===== src/rtl/mem_io_arbiter.sv =====
// Two-requester round-robin arbiter onto a shared memory/IO bus.
// Each granted access runs for a fixed latency (memory or IO) and is
// completed with a one-cycle ack and, for reads, a registered rdata.
module mem_io_arbiter #(
    parameter int unsigned MEM_LAT = 2,
    parameter int unsigned IO_LAT  = 1
) (
    input  logic        clock,
    input  logic        reset,
    input  logic        req0,
    input  logic        req1,
    input  logic        we0,
    input  logic        we1,
    input  logic [31:0] addr0,
    input  logic [31:0] addr1,
    input  logic [31:0] wdata0,
    input  logic [31:0] wdata1,
    output logic        ack0,
    output logic        ack1,
    output logic [31:0] rdata0,
    output logic [31:0] rdata1,
    output logic [31:0] bus_addr,
    output logic [31:0] bus_wdata,
    output logic        bus_memread,
    output logic        bus_memwrite,
    output logic        bus_ioread,
    output logic        bus_iowrite,
    input  logic [31:0] bus_rdata
);

    typedef enum logic [1:0] {
        IDLE,
        ACCESS,
        DONE
    } state_t;

    localparam logic [3:0] MEM_CNT = 4'(MEM_LAT - 1);
    localparam logic [3:0] IO_CNT  = 4'(IO_LAT - 1);

    state_t      state;
    state_t      state_nxt;
    logic [3:0]  cnt;
    logic        last;       // requester granted most recently
    logic        gnt;        // requester owning the current access
    logic [31:0] a_addr;
    logic [31:0] a_wdata;
    logic        a_we;
    logic        a_io;

    logic        grant_en;
    logic        grant_sel;
    logic [31:0] sel_addr;
    logic [31:0] sel_wdata;
    logic        sel_we;
    logic        sel_io;
    logic        finish;
    logic [31:0] rd_val;

    // Operand mux for the requester about to be granted.
    always_comb begin
        sel_addr  = grant_sel ? addr1  : addr0;
        sel_wdata = grant_sel ? wdata1 : wdata0;
        sel_we    = grant_sel ? we1    : we0;
        sel_io    = &sel_addr[31:10];
        finish    = (state == ACCESS) && (cnt == 4'd0);
        rd_val    = a_io ? {16'h0, bus_rdata[15:0]} : bus_rdata;
    end

    // Next-state logic and round-robin grant decision.
    always_comb begin
        state_nxt = state;
        grant_en  = 1'b0;
        grant_sel = 1'b0;
        case (state)
            IDLE: begin
                if (req0 || req1) begin
                    grant_en  = 1'b1;
                    grant_sel = (req0 && req1) ? ~last : req1;
                    state_nxt = ACCESS;
                end
            end
            ACCESS: begin
                if (cnt == 4'd0) begin
                    state_nxt = DONE;
                end
            end
            DONE:    state_nxt = IDLE;
            default: state_nxt = IDLE;
        endcase
    end

    // State register.
    always_ff @(posedge clock) begin
        if (reset) begin
            state <= IDLE;
        end else begin
            state <= state_nxt;
        end
    end

    // Access latch, latency counter, round-robin pointer and read data capture.
    always_ff @(posedge clock) begin
        if (reset) begin
            cnt     <= '0;
            last    <= 1'b1;
            gnt     <= 1'b0;
            a_addr  <= '0;
            a_wdata <= '0;
            a_we    <= 1'b0;
            a_io    <= 1'b0;
            rdata0  <= '0;
            rdata1  <= '0;
        end else begin
            if (grant_en) begin
                gnt     <= grant_sel;
                last    <= grant_sel;
                a_addr  <= sel_addr;
                a_wdata <= sel_wdata;
                a_we    <= sel_we;
                a_io    <= sel_io;
                cnt     <= sel_io ? IO_CNT : MEM_CNT;
            end else if (state == ACCESS && cnt != 4'd0) begin
                cnt <= cnt - 4'd1;
            end
            if (finish && !a_we) begin
                if (gnt) begin
                    rdata1 <= rd_val;
                end else begin
                    rdata0 <= rd_val;
                end
            end
        end
    end

    // Bus strobes, bus operands and completion pulses decoded from state.
    always_comb begin
        bus_addr     = '0;
        bus_wdata    = '0;
        bus_memread  = 1'b0;
        bus_memwrite = 1'b0;
        bus_ioread   = 1'b0;
        bus_iowrite  = 1'b0;
        if (state == ACCESS) begin
            bus_addr     = a_addr;
            bus_memread  = !a_io && !a_we;
            bus_memwrite = !a_io &&  a_we;
            bus_ioread   =  a_io && !a_we;
            bus_iowrite  =  a_io &&  a_we;
            if (a_we) begin
                bus_wdata = a_io ? {16'h0, a_wdata[15:0]} : a_wdata;
            end
        end
        ack0 = (state == DONE) && !gnt;
        ack1 = (state == DONE) &&  gnt;
    end

endmodule

===== config.mk =====
export PLATFORM = sky130hd
export DESIGN_NAME = mem_io_arbiter
export DESIGN_NICKNAME = d
export VERILOG_FILES = /design/src/rtl/mem_io_arbiter.sv
export SDC_FILE = /design/constraint.sdc
export NUM_CORES = 1
export LEC_CHECK = 0
export ABC_AREA = 1
export CAP_MARGIN = 10
export CORE_MARGIN = 2
export CORE_UTILIZATION = 30
export CTS_CLUSTER_SIZE = 20
export DETAILED_ROUTE_END_ITERATION = 10
export HOLD_SLACK_MARGIN = 0.08
export SYNTH_ARGS = -nofsm -noshare
export SYNTH_HDL_FRONTEND = slang
export SYNTH_SLANG_ARGS = --single-unit

===== constraint.sdc =====
create_clock -name clock -period 3.9 [get_ports clock]
set_clock_uncertainty 0.05 [all_clocks]
set_input_delay 0.585 -clock clock [delete_from_list [all_inputs] [get_ports clock]]
set_output_delay 0.585 -clock clock [all_outputs]
set_load 0.02 [all_outputs]

---- Word-level counts from Yosys, hierarchy flattened ----
Cells that the tools add are included.
operators by class
  $add $sub $neg .......................... 1
  equal/unequal tests ..................... 4
  mux-type cells .......................... 23
  bitwise gates (word level) .............. 2
  reduce and logical (&&, ||, !) cells .... 22
operator list
  cell                   count
  $mux W32               7
  $reduce_and A22 Y1     1
  $mux W1                11
  $logic_and A1 B1 Y1    10
  $mux W4                2
  $reduce_and A2 Y1      3
  $logic_not A4 Y1       1
  $mux W2                2
  $ne A2 B2 Y1 const B   2
  $pmux W2 S2            1
  $reduce_bool A4 Y1     1
  $sub A4 B1 Y4 const B  1
  $logic_not A1 Y1       3
  $eq A2 B1 Y1 const B   1
  $eq A2 B2 Y1 const B   1
  $logic_not A2 Y1       1
  $not A1 Y1             2
  $reduce_bool A2 Y1     1
  $logic_or A1 B1 Y1     1
word-level totals
  register bits ........................... 138
  input bits .............................. 166
  output and inout bits ................... 134
  word-level logic and storage cells ...... 62

---- Logic depth before layout (Yosys ltp) ----
Gate-level depths: netlist of run 1.
  word-level depth ........................ 8
  mapped depth ............................ 12
  gate-level depth less buffers ........... 11

---- Worst setup path after synthesis of run 1 ----
No wires, ideal clock.
  kind .................................... register to output
  start ................................... register state[0]
  end ..................................... output bus_wdata[21]
  arrival ................................. 1.587 ns
  required time ........................... 3.265 ns
  path slack .............................. 1.678 ns
  cell stages (with the launch flop) ...... 11
  path buffers ............................ 2
  path through ............................ dfxtp_1 -> inv_2 -> nor2_1 -> inv_2 -> buf_6 -> nor2_2 -> inv_2 -> nor2_4 -> inv_1 -> buf_2 -> nor2_1
on the way
  word-level cells in the longest chain between the ends .. 2
ends and longest elaborated chain
  element                   RTL line  text
  start: declaration        40        state_t state;
  start signal: assignment  97        state <= state_nxt;
  $eq A2 B1 Y1              143       if (state == ACCESS) begin
  $mux W32                  143
  end: declaration          23        output logic [31:0] bus_wdata,
No other way between the ends.

---- Worst setup path in the final report of run 1 ----
  start ................................... register state[0]
  end ..................................... output bus_wdata[17]
The elaborated chain is that of the path after synthesis.

==> key figures, run 1 <==
Finish
  – Inserted Diodes: 0
  – Share of layout cells above drive strength 1: 0.0556
  – Non-Filler Cell Area, Final: 9910 sq um
  – Commonest non-fill, non-tap cell in the layout: clkdlybuf4s50_1
  – Area grow syn2layout: 62.6%
  – Most frequent cells in the layout: clkdlybuf4s50_1 (299), nor2_1 (259), dfxtp_1 (138)
  – NumNets Final: 1,289
  – Filler cells: 1,981

Outcome
  – Status: complete, no violations

Yosys
  – Mapped Area: 6090 sq um
  – Post-synthesis register bit count: 138
  – Syn_nets: 1,020
  – Top cell type's share of synthesized area: 0.454
  – Largest family of logic cells by synthesized area: simple AND/OR/NAND/NOR gates
  – Post-synthesis simple-gate area fraction: 0.256
  – Multiplexer area fraction after synthesis: 0
  – Yosys cell types: 30
  – Yosys Warn Count: 0
  – Dominant synthesized flop cell: dfxtp_1
  – Synthesized instance count: 853
  – Top cells by area, synth: dfxtp_1 (45%), nor2_1 (16%), inv_1 (7.3%), o32ai_1 (6.2%), o21ai_0 (4.6%)
  – Post-Synth Adder-Cell Area: 0.00205
  – Top cell type by total area after synthesis: dfxtp_1
  – XOR/XNOR share of the synthesized area: 0
  – EDFF count, synth: 0
  – Compound-Gate Fraction of Synth Area: 0.162
  – Synth Area per Inst: 7.14 sq um
  – Async S/R FF share, synth: 0
  – Sequential area share after synthesis: 0.454

Global route
  – GRT Residual Overflow: 0
  – GRT Max-Usage Layer: met2
  – Total track usage: 0.201
  – Largest net degree at the start of global routing: 68
  – Initial antenna violation count: 0
  – Vias in the first global route: 6,328
  – Grt met1 use: 0.259
  – First-pass GRT wire length: 34,500 um
  – Met2 Use GR: 0.329
  – Met3 Use GR: 0.0588

Clocking
  – CTS Buffer Depth: 2
  – CTS Buf Count: 17
  – Htree depth: 4
  – Root buf cell: clkbuf_16
  – CTS tree: built
  – Clock transition at the registers of the reported paths: 60 ps
  – Num Clock Sinks: 138
  – Setup bufs post-CTS: 0
  – Worst-skew pair later-pin latency: 410 ps
  – # resized after CTS: 0
  – CTS Hold Bufs: 0

Placed design
  – Pre-CTS setup slack: 827 ps
  – DP Wirelength: 15,600 um
  – Final GP Congestion: 0.835
  – Area post-placement: 9200 sq um
  – IO buf count: 299

Setup path
  – Worst R2R End: a_wdata[26]
  – Worst Setup EP: bus_wdata[17]
  – Critical Path Source: state[0]
  – Worst Reg-to-Reg Cells: 7
  – Reg2reg setup slack: 1170 ps
  – Worst setup EP type: output pin
  – Critical path class: reg -> out
  – Worst Path Required: 3260 ps
  – Reg-to-Reg Start: state[1]
  – Critical path peak fanout: 18
  – Crit path launch type: register
  – Critical Path AT: 2560 ps

Timing
  – Max Fclk: 313 MHz
  – Final setup violation count: 0
  – Period Utilization, post-route: 0.818
  – Slew Limit Fails: 0
  – TNS Setup: 0 ps
  – Min Tclk post-route: 3190 ps
  – Worst-Margin Slew: 731 ps
  – Fin. Hold Viols: 0
  – Setup ws final: 709 ps
  – RSZ-0062 raised after global routing: no
  – Rel. slew slack: 0.513

Route
  – DR vias: 6,444
  – Router iterations before antenna repair: 4
  – Antenna Violating Nets Remaining: 0
  – Drt initial violations: 237
  – Final wirelength: 22,100 um
  – DR WL/cell: 15.7 um
  – DRC violation count after routing: 0
  – Vias/cell: 4.59

Floorplan
  – Starting Density: 0.303
  – DIE HEIGHT: 146 um
  – Core area: 20,100 sq um
  – Site row count: 52
  – Die width: 146 um
  – Die area: 21,500 sq um
  – IO Pins: 300

Pwr
  – P per Cell Area: 464 nW/um^2
  – Leak: 0.00409 uW
  – Total power: 4600 uW
  – VDD IR-drop max: 418 uV

Min path
  – Worst Hold Class: reg -> reg

Flow run
  – Max cap viols: 0
## cells in the mapped netlist (2+ instances only)
cell type / n
nand2_1: 68
o32ai_1: 43
buf_1: 4
buf_2: 25
nor2_4: 3
a21oi_1: 24
nand4_1: 18
inv_2: 10
o21ai_1: 14
nor3_1: 5
clkbuf_1: 15
nor2_2: 2
buf_4: 11
nor2_8: 2
dfxtp_1: 138
o21ai_0: 56
nand3_1: 5
o22ai_1: 22
inv_1: 119
nor2_1: 259
## power breakdown
part           total, uW  internal, uW  switching [uW]
registers           1630          1570            60.4
logic               1030           454             577
clock network       1940          1310             624
## registers in the layout (all words and copies together), names as in the netlist
| signal | count |
|---|---|
| a_addr | 32 |
| a_wdata | 32 |
| rdata0 | 32 |
| rdata1 | 32 |
| cnt | 4 |
| state | 2 |
| a_io | 1 |
| a_we | 1 |
| gnt | 1 |
| last | 1 |
## cells by family (layout without fill, tap and decap cells)
group                    Yosys count  after routing
flip-flops                       138            138
AO/OA/AOI/OAI                    159            159
adder cells (fa/ha/maj)            1              1
AND/OR/NAND/NOR                  370            370
buffers and inverters            185            466
## metrics by stage
stage | instances | hold WS [ps] | utilization
after global placement | 1373 | 409 | 0.458
after CTS | 1404 | 426 | 0.493
after detailed placement | 1373 | 413 | 0.458
after global routing | 1404 | 440 | 0.493
final | 1404 | 426 | 0.493
after floorplan | 853 | 399 | -
## metal layers
metal | wire [um] | part of all wire | vias to the layer above
met5 | 0 | 0 | -
met4 | 404 | 0.018 | 0
met3 | 1590 | 0.072 | 28
met2 | 10200 | 0.46 | 229
met1 | 9870 | 0.45 | 2916
li1 | - | - | 3271
## critical path, stage by stage (launching register included)
cell and delay [ps]:
dfxtp_1 400, inv_2 40, nor2_1 100, inv_2 50, nor2_2 80, inv_2 150
nor2_4 120, inv_1 240, nor2_1 310, clkdlybuf4s50_1 660
## final cells by class
cell class | instances | area [sq um] | area share
Clock buffer | 20 | 467 | 0.0471
Multi-Input combinational cell | 530 | 2560 | 0.258
Timing Repair Buffer | 306 | 3060 | 0.309
Inverter | 129 | 484 | 0.0489
Sequential cell | 138 | 2760 | 0.279
Clock inverter | 11 | 240 | 0.0243
Tap cell | 270 | 338 | 0.0341
## how the worst min path moves through the flow
stage,from,endpoint,slack (ps),depth (start not counted)
finish,a_addr[30],a_addr[30],430,2
global route,a_addr[30],a_addr[30],440,2
CTS,a_wdata[12],a_wdata[12],430,2
detailed placement,a_wdata[9],a_wdata[9],410,2
global placement,a_wdata[24],a_wdata[24],410,2
floorplan,last,last,400,2
Note: power is estimated with default switching activity, not from simulation.
==> run 2: changes to the inputs <==
Clock period 3.9 ns to 3.32 ns, I/O delays scaled along.
==> run 2 against run 1 <==
Effect of this change: highest routed layer unchanged; clock power fell by 7%; flip-flop and latch count stayed put; die area unchanged; non-clock buffer count grew 4; critical path depth unchanged; sequential power rose by 17%.
==> key figures, run 2 (synthesized netlist as in run 1, its figures left out) <==
Global route
  – Total track usage: 0.206 (+0.00442)
  – Initial antenna violation count: 0 (unchanged)
  – Largest net degree at the start of global routing: 64 (-5.9%)
  – First-pass GRT wire length: 35,100 um (+1.6%)
  – Vias in the first global route: 6,315 (-0.21%)
  – GRT Residual Overflow: 0 (unchanged)

Pwr
  – P per Cell Area: 505 nW/um^2 (+8.8%)
  – VDD IR-drop max: 332 uV (-21%)
  – Leak: 0.00403 uW (-1.5%)
  – Total power: 4940 uW (+7.3%)

Clocking
  – Worst-skew pair later-pin latency: 420 ps (about the same)
  – Root buf cell: clkbuf_16
  – CTS tree: built
  – CTS Buffer Depth: 2 (unchanged)
  – # resized after CTS: 0 (unchanged)
  – Htree depth: 4 (unchanged)
  – CTS Hold Bufs: 0 (unchanged)
  – Num Clock Sinks: 138 (unchanged)
  – Setup bufs post-CTS: 0 (unchanged)
  – CTS Buf Count: 17 (unchanged)
  – Clock transition at the registers of the reported paths: 60 ps (about the same)

Route
  – Final wirelength: 22,100 um (+0.26%)
  – Vias/cell: 4.57 (-0.46%)
  – Drt initial violations: 257 (+8.4%)
  – DR WL/cell: 15.7 um (about the same)
  – DR vias: 6,437 (-0.11%)
  – Antenna Violating Nets Remaining: 0 (unchanged)
  – DRC violation count after routing: 0 (unchanged)
  – Router iterations before antenna repair: 4 (unchanged)

Finish
  – Most frequent cells in the layout: clkdlybuf4s50_1 (299), nor2_1 (259), dfxtp_1 (138)
  – Area of the multi-input gates: 2560 sq um (unchanged)
  – Share of layout cells above drive strength 1: 0.0579 (+0.00239)
  – Storage cell area: 2760 sq um (unchanged)
  – Filler cells: 1,977 (-0.20%)
  – Commonest non-fill, non-tap cell in the layout: clkdlybuf4s50_1
  – Area grow syn2layout: 60.5%
  – NumNets Final: 1,293 (+0.31%)
  – Non-Filler Cell Area, Final: 9770 sq um (-1.3%)
  – Inserted Diodes: 0 (unchanged)

Timing
  – Worst-Margin Slew: 733 ps (+2.14 ps)
  – Period Utilization, post-route: 0.915
  – Slew Limit Fails: 0 (unchanged)
  – Final setup violation count: 0 (unchanged)
  – Hold_ws: 423 ps (-2.59 ps)
  – RSZ-0062 raised after global routing: no
  – TNS Setup: 0 ps (unchanged)
  – Fin. Hold Viols: 0 (unchanged)
  – Min Tclk post-route: 3040 ps
  – Max Fclk: 329 MHz
  – Rel. slew slack: 0.511 (-0.00187)

Floorplan
  – IO Pins: 300 (unchanged)
  – Starting Density: 0.303 (unchanged)
  – DIE HEIGHT: 146 um (unchanged)
  – Die area: 21,500 sq um (unchanged)
  – Die width: 146 um (unchanged)
  – Core area: 20,100 sq um (unchanged)
  – Site row count: 52 (unchanged)

Outcome
  – Status: complete, no violations

Min path
  – Worst Hold Class: reg -> reg

Placed design
  – Area post-placement: 9220 sq um (+0.19%)
  – Final GP Congestion: 0.843 (+0.89%)
  – DP Wirelength: 15,800 um (+1.4%)
  – IO buf count: 299 (unchanged)

Setup path
  – Worst setup EP type: output pin
  – Crit path launch type: register
  – Worst Path Required: 2770 ps (-490 ps)
  – Critical path peak fanout: 18 (unchanged)
  – Critical Path AT: 2490 ps (-70 ps)
  – Critical path class: reg -> out

Flow run
  – Max cap viols: 0 (unchanged)
[run 2: changes by cell type in the layout (fill, tap and decap cells not counted), sizes merged]
cell      previous run  this run
bufinv               7         1
buf                  7        11
clkinv               3         6
clkbuf              20        21
clkinvlp             1         4
[run 2: final cells by class]
| cell class | count | share of cell area |
|---|---|---|
| Clock buffer | 21 | 0.0471 |
| Clock inverter | 11 | 0.00998 |
| Inverter | 129 | 0.0495 |
| Multi-Input combinational cell | 530 | 0.262 |
| Sequential cell | 138 | 0.283 |
| Tap cell | 270 | 0.0346 |
| Timing Repair Buffer | 310 | 0.315 |
[run 2: critical path: stages, from the launching register on]
cell,delay [ps]
dfxtp_1,410
inv_2,40
nor2_1,110
inv_2,50
nor2_2,80
inv_2,150
nor2_4,120
inv_1,250
nor2_1,160
clkdlybuf4s50_1,700
[run 2: path summary, 6_finish.rpt]
kind	from	end	slack, ps	cells past startpoint
hold / removal	a_addr[6]	a_addr[6]	420	2
hold reg to reg	a_addr[6]	a_addr[6]	420	2
setup reg to reg	state[0]	rdata1[13]	1050	10
setup / recovery	state[0]	bus_wdata[17]	280	9
[run 2: where the power goes]
group / leakage, uW / internal, uW / switching (uW)
combinational: 0.00263 / 536 / 675
sequential: 0.00113 / 1840 / 71.0
clock: 0.000265 / 1070 / 745
[run 2: metal layers]
| layer | vias to the layer above | wire, um | global-route usage |
|---|---|---|---|
| li1 | 3267 | - | - |
| met1 | 2913 | 9790 | 0.257 |
| met2 | 228 | 10000 | 0.329 |
| met3 | 29 | 1870 | 0.0803 |
| met4 | 0 | 456 | 0.0621 |
| met5 | - | 0 | 0 |
[run 2: stage by stage]
| stage | setup WS (ps) | util | cells |
|---|---|---|---|
| finish | 283 | 0.486 | 1409 |
| global route | 87.6 | 0.486 | 1409 |
| CTS | 200 | 0.486 | 1409 |
| detailed placement | 632 | 0.458 | 1377 |
| global placement | 647 | 0.458 | 1377 |
| floorplan | 1180 | - | 853 |
